<file path="src/rtl/soc_network_adapter_switch.sv">
// rtl/soc_network_adapter_switch.sv - NoC adapter: round-robin TX packet arbiter with FIFO, class-routed RX demux with drop counting
module soc_network_adapter_switch #(
  parameter int FLIT_WIDTH  = 32,
  parameter int PORTS       = 2,
  parameter int DEPTH       = 4,
  parameter int CLASS_LSB   = 24,
  parameter int CLASS_WIDTH = 3,
  parameter logic [PORTS*CLASS_WIDTH-1:0] MAPPING = {3'd2, 3'd1},
  parameter int CNT_WIDTH   = 16
) (
  input  logic                        clk,
  input  logic                        rst,
  input  logic [PORTS*FLIT_WIDTH-1:0] tx_in_flit,
  input  logic [PORTS-1:0]            tx_in_last,
  input  logic [PORTS-1:0]            tx_in_valid,
  output logic [PORTS-1:0]            tx_in_ready,
  output logic [FLIT_WIDTH-1:0]       noc_out_flit,
  output logic                        noc_out_last,
  output logic                        noc_out_valid,
  input  logic                        noc_out_ready,
  input  logic [FLIT_WIDTH-1:0]       noc_in_flit,
  input  logic                        noc_in_last,
  input  logic                        noc_in_valid,
  output logic                        noc_in_ready,
  output logic [PORTS*FLIT_WIDTH-1:0] rx_out_flit,
  output logic [PORTS-1:0]            rx_out_last,
  output logic [PORTS-1:0]            rx_out_valid,
  input  logic [PORTS-1:0]            rx_out_ready,
  output logic [CNT_WIDTH-1:0]        drop_count,
  output logic                        drop_pulse
);
  localparam int PW = $clog2(PORTS);
  localparam int AW = $clog2(DEPTH);

  typedef enum logic {IDLE, LOCK} tx_state_t;
  typedef enum logic [1:0] {R_IDLE, R_FWD, R_DROP} rx_state_t;

  tx_state_t             r_tx_state, w_tx_state_nxt;
  logic [PW-1:0]         r_rr, w_rr_nxt, r_tx_lock, w_tx_lock_nxt;
  logic [PW-1:0]         w_winner, w_idx, w_tx_sel;
  logic                  w_found, w_wr, w_rd, w_full, w_empty, w_wr_last;
  logic [FLIT_WIDTH-1:0] w_wr_flit;
  logic [AW:0]           r_wptr, r_rptr;
  logic [FLIT_WIDTH:0]   r_mem [DEPTH];

  rx_state_t             r_rx_state, w_rx_state_nxt;
  logic [PW-1:0]         r_rx_port, w_rx_port_nxt, w_match_port, w_fwd_port;
  logic                  w_match, w_fwd, w_drop;
  logic [CLASS_WIDTH-1:0] w_class;
  logic [CNT_WIDTH-1:0]  r_drop_count;
  logic                  r_drop_pulse;

  // Round-robin search: first valid port starting at rr, wrapping modulo PORTS
  always_comb begin
    w_found  = 1'b0;
    w_winner = '0;
    w_idx    = '0;
    for (int k = PORTS - 1; k >= 0; k--) begin
      w_idx = PW'((int'(r_rr) + k) % PORTS);
      for (int p = 0; p < PORTS; p++) begin
        if (w_idx == PW'(p) && tx_in_valid[p]) begin
          w_found  = 1'b1;
          w_winner = w_idx;
        end
      end
    end
  end

  // TX arbiter next state, per-port ready and FIFO write data
  always_comb begin
    w_tx_state_nxt = r_tx_state;
    w_rr_nxt       = r_rr;
    w_tx_lock_nxt  = r_tx_lock;
    w_tx_sel       = (r_tx_state == LOCK) ? r_tx_lock : w_winner;
    tx_in_ready    = '0;
    w_wr_flit      = '0;
    w_wr_last      = 1'b0;
    if (rst && !w_full) begin
      if (r_tx_state == LOCK) tx_in_ready[r_tx_lock] = 1'b1;
      else if (w_found)       tx_in_ready[w_winner]  = 1'b1;
    end
    for (int p = 0; p < PORTS; p++) begin
      if (w_tx_sel == PW'(p)) begin
        w_wr_flit = tx_in_flit[p*FLIT_WIDTH +: FLIT_WIDTH];
        w_wr_last = tx_in_last[p];
      end
    end
    w_wr = |(tx_in_valid & tx_in_ready);
    if (w_wr) begin
      if (r_tx_state == IDLE) begin
        w_rr_nxt = PW'((int'(w_winner) + 1) % PORTS);
        if (!w_wr_last) begin
          w_tx_state_nxt = LOCK;
          w_tx_lock_nxt  = w_winner;
        end
      end else if (w_wr_last) begin
        w_tx_state_nxt = IDLE;
      end
    end
  end

  assign w_full        = (r_wptr[AW] != r_rptr[AW]) && (r_wptr[AW-1:0] == r_rptr[AW-1:0]);
  assign w_empty       = (r_wptr == r_rptr);
  assign w_rd          = !w_empty && noc_out_ready;
  assign noc_out_valid = !w_empty;
  assign {noc_out_last, noc_out_flit} = r_mem[r_rptr[AW-1:0]];

  // TX arbiter state and FIFO pointers; reset drops locks and queued flits
  always_ff @(posedge clk or negedge rst) begin
    if (!rst) begin
      r_tx_state <= IDLE;
      r_rr       <= '0;
      r_tx_lock  <= '0;
      r_wptr     <= '0;
      r_rptr     <= '0;
    end else begin
      r_tx_state <= w_tx_state_nxt;
      r_rr       <= w_rr_nxt;
      r_tx_lock  <= w_tx_lock_nxt;
      if (w_wr) r_wptr <= r_wptr + 1'b1;
      if (w_rd) r_rptr <= r_rptr + 1'b1;
    end
  end

  // FIFO storage of {last, flit}; contents are only meaningful between the pointers
  always_ff @(posedge clk) begin
    if (w_wr) r_mem[r_wptr[AW-1:0]] <= {w_wr_last, w_wr_flit};
  end

  assign w_class = noc_in_flit[CLASS_LSB +: CLASS_WIDTH];

  // Lowest port whose mapped class equals the header class
  always_comb begin
    w_match      = 1'b0;
    w_match_port = '0;
    for (int i = PORTS - 1; i >= 0; i--) begin
      if (MAPPING[i*CLASS_WIDTH +: CLASS_WIDTH] == w_class) begin
        w_match      = 1'b1;
        w_match_port = PW'(i);
      end
    end
  end

  // RX next state and combinational pass-through to the selected port
  always_comb begin
    w_rx_state_nxt = r_rx_state;
    w_rx_port_nxt  = r_rx_port;
    w_fwd          = 1'b0;
    w_fwd_port     = r_rx_port;
    w_drop         = 1'b0;
    noc_in_ready   = 1'b0;
    rx_out_valid   = '0;
    if (rst) begin
      case (r_rx_state)
        R_IDLE: begin
          if (w_match) begin
            w_fwd      = 1'b1;
            w_fwd_port = w_match_port;
            if (noc_in_valid && rx_out_ready[w_match_port] && !noc_in_last) begin
              w_rx_state_nxt = R_FWD;
              w_rx_port_nxt  = w_match_port;
            end
          end else begin
            noc_in_ready = 1'b1;
            if (noc_in_valid) begin
              w_drop = 1'b1;
              if (!noc_in_last) w_rx_state_nxt = R_DROP;
            end
          end
        end
        R_FWD: begin
          w_fwd = 1'b1;
          if (noc_in_valid && rx_out_ready[r_rx_port] && noc_in_last) w_rx_state_nxt = R_IDLE;
        end
        R_DROP: begin
          noc_in_ready = 1'b1;
          if (noc_in_valid && noc_in_last) w_rx_state_nxt = R_IDLE;
        end
        default: w_rx_state_nxt = R_IDLE;
      endcase
      if (w_fwd) begin
        rx_out_valid[w_fwd_port] = noc_in_valid;
        noc_in_ready             = rx_out_ready[w_fwd_port];
      end
    end
  end

  assign rx_out_flit = {PORTS{noc_in_flit}};
  assign rx_out_last = {PORTS{noc_in_last}};
  assign drop_count  = r_drop_count;
  assign drop_pulse  = r_drop_pulse;

  // RX state, locked port and saturating drop counter with one-cycle strobe
  always_ff @(posedge clk or negedge rst) begin
    if (!rst) begin
      r_rx_state   <= R_IDLE;
      r_rx_port    <= '0;
      r_drop_count <= '0;
      r_drop_pulse <= 1'b0;
    end else begin
      r_rx_state   <= w_rx_state_nxt;
      r_rx_port    <= w_rx_port_nxt;
      r_drop_pulse <= w_drop;
      if (w_drop && !(&r_drop_count)) r_drop_count <= r_drop_count + 1'b1;
    end
  end
endmodule

</file>
<file path="config.mk">
export PLATFORM = sky130hd
export DESIGN_NAME = soc_network_adapter_switch
export DESIGN_NICKNAME = d
export VERILOG_FILES = /design/src/rtl/soc_network_adapter_switch.sv
export SDC_FILE = /design/constraint.sdc
export NUM_CORES = 1
export LEC_CHECK = 0
export CAP_MARGIN = 15
export CORE_MARGIN = 3
export CORE_UTILIZATION = 51
export CTS_CLUSTER_SIZE = 14
export DETAILED_ROUTE_END_ITERATION = 10
export PLACE_DENSITY_LB_ADDON = 0.12
export SLEW_MARGIN = 20
export SYNTH_ARGS = -nofsm -noshare
export SYNTH_HDL_FRONTEND = slang
export SYNTH_SLANG_ARGS = --single-unit
</file>
<file path="constraint.sdc">
create_clock -name clk -period 6.89 [get_ports clk]
set_input_delay 1.7225 -clock clk [delete_from_list [all_inputs] [get_ports clk]]
set_output_delay 1.7225 -clock clk [all_outputs]
set_load 0.02 [all_outputs]
</file>
==> impl_metrics.yaml, run 1 <==
hold_path:
  min_path_type: "reg -> reg"
synthesis:
  synth_compound_area_share_pct: 2.66
  synth_fa_ha_area_share_pct: 1.02
  synth_top_family_by_area: "multiplexers"
  synthMuxAreaShare_pct: 16.5
  synth_simple_gate_area_share_pct: 5.43
  synthXorXnorAreaFrac_pct: 2.50
  async_reset_ff_share_pct: 18.0
  ys.flop_type: "edfxtp_1"
  synth.distinct_cells: 51
  synth-seq-area-share_pct: 63.8
  syn_inst: 436
  avgSynthCellArea_um2: 16.9
  synth_edf_count: 132
  syn_nets: 549
  ys_warn_count: 0
  synth_area_um2: 7350
  synth_seq_cells: 161
cells_and_area:
  area_growth_syn_to_layout_pct: 22.8
  fin_nets: 634
  final_common_cell: "clkdlybuf4s50_1"
  mostFrequentLayoutCells: "141 x clkdlybuf4s50_1, 132 x edfxtp_1, 38 x mux2_2"
  num_antenna_cells: 0
  fin_util_pct: 64.5
  drive_gt1_share_pct: 22.7
floorplanning:
  die_x_um: 126
  die_y_um: 126
  fp.coreArea_um2: 14000
  pin_count: 229
  start_util_pct: 52.5
  rows: 43
  die_area_um2: 15900
sta:
  fin_tns_setup_ps: 0
  tightest_slew_ps: 929
  hold_viol_final: 0
  post-route-period-util_pct: 87.7
  setup_viol_count_final: 0
  fin_crit_ps: 6040
  finalMaxSlewViolations: 0
  hold_slack_ps: 492
  rsz0062_at_grt: "false"
  relSlewSlack_pct: 38.1
  fin_skew_ps: 5.71
  fmaxAchievable_mhz: 166
route:
  vias: 3911
  drt_pass1_iterations: 4
  wl_per_cell_um: 19.2
  drtIter0Drc: 214
  drt-total-wl_um: 13700
  ant_nets: 0
  viasPerCell: 5.48
  drcViolationCount: 0
clock_network:
  cts_setup_buffers: 0
  hold_buffers: 0
  cts_buffers: 17
  cts_sinks: 161
  cts-htree-levels: 4
  cts.clk_slew.worst_paths_ps: 60
  cts_resized: 0
  cts_tree: "yes"
  clk_latency_ps: 420
  root_buffer: "clkbuf_16"
  cts.path.max_buffers: 2
global_route:
  grt_pass1_vias: 4215
  grt_usage_pct: 17.9
  grt-ovfl-total: 0
  grt_max_degree: 37
  antenna_found_initial: 0
  grt_pass1_wl_um: 21800
critical_path:
  cp_common_cell: "clkdlybuf4s50_1"
  cp.required_ps: 5170
  path_class: "in -> out"
  crit_family: "compound AO/OA/AOI/OAI gates"
  cp_slowest_cell: "o41ai_1"
  critPathLaunchType: "input port"
  critPathBufInv: 2
  worstPathCellList: "clkdlybuf4s50_1, o41ai_1, a221oi_1, a311oi_1, o21a_1, clkdlybuf4s50_1"
  crit_path_max_incr_delay_ps: 690
  cp_max_fo: 9
  critPathArrivalTime_ps: 4320
  crit_path_end_kind: "primary output"
placed_design:
  portBuffers: 141
  dp_hpwl_um: 9030
  place_congestion: 0.776
power:
  power_density_nw_per_um2: 386
  peakVddDrop_mv: 0.203
  p_leak_uw: 0.00320
flow_run:
  drv_cap: 0
run_status:
  outcome: "complete, no violations"
==> cell families after synthesis <==
group | count (synthesis)
flip-flops | 161
multiplexers | 75
XOR/XNOR | 21
AO/OA/AOI/OAI | 25
adder cells (fa/ha/maj) | 6
AND/OR/NAND/NOR | 60
buffers and inverters | 88
==> layer usage <==
layer | global-route usage (%) | vias to the layer above | routed length [um]
met2 | 31.7 | 116 | 7310
met5 | 0 | - | 0
met4 | 7.44 | 0 | 261
met3 | 4.33 | 43 | 809
li1 | - | 1793 | -
met1 | 20.7 | 1959 | 5330
==> worst reg2reg max path: stages, from the launching register on <==
cell,delay (ps)
dfrtp_2,970
xor2_1,340
o31ai_2,150
nor3_2,440
and2_2,850
==> cell usage after synthesis (2+ instances only) <==
cell       number  area share (%)
mux4_2         33              10
nand2_1         9            0.46
edfxtp_1      132              54
nor4_1          6            0.51
clkbuf_1        4            0.20
o2111ai_2       2            0.41
nand3_1         5            0.34
o31a_1          2            0.24
mux2i_1         3            0.41
buf_4          67             6.8
nand4_2         2            0.34
xnor2_1         5            0.60
or3_1           2            0.17
nand2b_1        3            0.26
o21ai_0         5            0.34
ha_1            6             1.0
mux2_2         38             5.8
xor2_1         16             1.9
nor3_1          5            0.34
and3b_1         2            0.24
a21oi_1         5            0.34
nor2_1          6            0.31
buf_2           8            0.54
inv_1           9            0.46
and2_1          4            0.34
nor3b_1         3            0.31
nor4b_1         2            0.24
dfrtp_1        29             9.9
==> final cells by class <==
cell class / instances / area [um2]
clock buffers: 20 / 437
clock inverters: 12 / 115
fillers: 1020 / 4970
multi-input cells: 187 / 2080
well taps: 180 / 225
flip-flops and latches: 161 / 4690
repair buffers: 145 / 1440
inverters: 9 / 33.8
==> per-stage QoR <==
step                instances  power [uW]  setup WS (ps)  instance area, um2
global route              714        3650            587                9020
CTS                       714        3540            863                9020
floorplan                 436        2210           2200                7350
finish                    714        3480            848                9020
global placement          682        2630           1050                8470
detailed placement        682        2650            867                8470
==> registers in the layout, summed over array words and instances, names as in the netlist <==
signal      flops
r_rx_port       1
r_rr            1
r_tx_state      1
drop_pulse      1
drop_count     16
r_mem         132
r_rptr          3
r_rx_state      2
r_wptr          3
r_tx_lock       1
==> power by group <==
part / switching, uW / internal, uW / leakage [uW]
clock network: 353 / 527 / 0.000266
logic: 559 / 613 / 0.00136
registers: 145 / 1290 / 0.00157
==> worst paths after layout <==
| check | slack [ps] | end | startpoint | cells after the start |
|---|---|---|---|---|
| max | 850 | noc_in_ready | noc_in_flit[26] | 6 |
| min | 490 | r_wptr[2] | r_wptr[2] | 1 |
| max reg2reg | 3740 | r_mem[0][3] | r_rptr[1] | 4 |
| min reg2reg | 490 | r_wptr[2] | r_wptr[2] | 1 |
| max in group asynchronous | 4820 | r_rptr[0] | rst | 2 |
| min in group asynchronous | 1750 | drop_count[1] | rst | 2 |
Power figures use the tool's default switching activity.
==> run 2: changes to the inputs <==
- CORE_UTILIZATION: 51 -> 40
==> run 2 against run 1 <==
Against the previous run:
- wire length rose by 3.3%
- largest cell class unchanged
- worst hold slack hardly changed
- critical path type unchanged
- highest routed layer unchanged
- critical endpoint unchanged
- non-clock buffer count unchanged
- die area grew 26%
==> impl_metrics.yaml, run 2 (synthesis results as in run 1) <==
run_status:
  outcome: "complete, no violations"
floorplanning:
  pin_count: 229
  start_util_pct: 41.6
  die_area_um2: 20000
  die_x_um: 142
  rows: 48
  fp.coreArea_um2: 17700
  die_y_um: 142
route:
  drcViolationCount: 0
  route.met3.wl_um: 984
  wl_met2_um: 6780
  drtIter0Drc: 210
  wl_per_cell_um: 18.7
  dr.max_layer_used: "met4"
  drt_pass1_iterations: 4
  wl_met1_um: 6170
  drt-total-wl_um: 14200
  vias: 3934
  ant_nets: 0
  viasPerCell: 5.18
clock_network:
  cts.clk_slew.worst_paths_ps: 60
  cts_setup_buffers: 0
  cts_sinks: 161
  hold_buffers: 0
  cts_tree: "yes"
  cts.path.max_buffers: 2
  clk_latency_ps: 420
  root_buffer: "clkbuf_16"
  cts_buffers: 17
  cts-htree-levels: 4
  cts_resized: 0
cells_and_area:
  area_growth_syn_to_layout_pct: 23.6
  mostFrequentLayoutCells: "141 x clkdlybuf4s50_1, 132 x edfxtp_1, 38 x mux2_2"
  drive_gt1_share_pct: 23.4
  largest_register_ffs: 132
  fin_util_pct: 51.4
  num_antenna_cells: 0
  fin_nets: 634
  final_common_cell: "clkdlybuf4s50_1"
sta:
  fin_skew_ps: 7.34
  fin_crit_ps: 5900
  relSlewSlack_pct: 34.9
  fin_tns_setup_ps: 0
  hold_viol_final: 0
  tightest_slew_ps: 977
  rsz0062_at_grt: "false"
  setup_viol_count_final: 0
  finalMaxSlewViolations: 0
  post-route-period-util_pct: 85.6
  fmaxAchievable_mhz: 170
critical_path:
  critPathArrivalTime_ps: 4180
  crit_path_end_kind: "primary output"
  r2r_end: "r_mem[2][6]"
  rr_startpoint: "r_rptr[1]"
  reg2reg_depth: 4
  cp_common_cell: "clkdlybuf4s50_1"
  cp_max_fo: 9
  worstPathCellList: "clkdlybuf4s50_1, or4b_1, a21o_1, a311oi_1, o21a_1, clkdlybuf4s50_1"
  path_class: "in -> out"
  cp_slowest_cell: "or4b_1"
  crit_path_max_incr_delay_ps: 630
  cp.required_ps: 5170
  critPathLaunchType: "input port"
  r2r_slack_ps: 3650
hold_path:
  worstHoldPathCells: 1
  min_to: "r_rptr[2]"
  min_from: "r_rptr[2]"
  min_path_type: "reg -> reg"
global_route:
  antenna_found_initial: 0
  grt-ovfl-total: 0
  grt_pass1_vias: 4174
  grt_max_degree: 37
  grt_pass1_wl_um: 22400
  grt_usage_pct: 14.6
power:
  peakVddDrop_mv: 0.212
  p_leak_uw: 0.00319
  power_density_nw_per_um2: 386
placed_design:
  place_congestion: 0.743
  dp_hpwl_um: 9170
  portBuffers: 141
flow_run:
  drv_cap: 0
-- run 2: worst max-delay path, delay by kind of cell --
family	cells	cell delay [ps]
buffers and inverters	2	1170
and+or+nand+nor	1	630
AOI/OAI and AO/OA	3	650
-- run 2: metal layers --
layer / vias to the layer above / GRT usage, %
met4: 0 / 5.05
met3: 41 / 4.72
li1: 1788 / -
met2: 137 / 23.2
met5: - / 0
met1: 1968 / 19.1
-- run 2: power breakdown --
group          leakage (uW)  switching, uW  internal, uW
clock network      0.000263            382           501
registers           0.00157            130          1290
logic               0.00136            588           613
total               0.00319           1100          2400
-- run 2: how the worst max path moves through the flow --
| stage | from | endpoint | slack [ps] | cells after the start |
|---|---|---|---|---|
| floorplan | rst | r_mem[3][0] | 2200 | 2 |
| global placement | noc_in_flit[26] | noc_in_ready | 1050 | 6 |
| detailed placement | noc_in_flit[26] | noc_in_ready | 1020 | 6 |
| CTS | noc_in_flit[26] | noc_in_ready | 1010 | 6 |
| global route | noc_in_flit[26] | noc_in_ready | 750 | 6 |
| finish | noc_in_flit[26] | noc_in_ready | 990 | 6 |
-- run 2: per-stage QoR --
stage | worst slack (ps) | power (uW) | cells | area, um2 | hold slack, ps
floorplan | 2200 | 2210 | 436 | 7350 | 462
CTS | 1010 | 3560 | 759 | 9080 | 495
global placement | 1050 | 2650 | 727 | 8520 | 484
finish | 992 | 3500 | 759 | 9080 | 492
detailed placement | 1020 | 2670 | 727 | 8520 | 484
global route | 748 | 3680 | 759 | 9080 | 526
-- run 2: area by class of cell --
class	instances	area (um2)
Tap cell	225	282
Multi-Input combinational cell	187	2080
Clock inverter	14	129
Inverter	9	33.8
Sequential cell	161	4690
Clock buffer	18	429
Fill cell	1472	8570
Timing Repair Buffer	145	1440
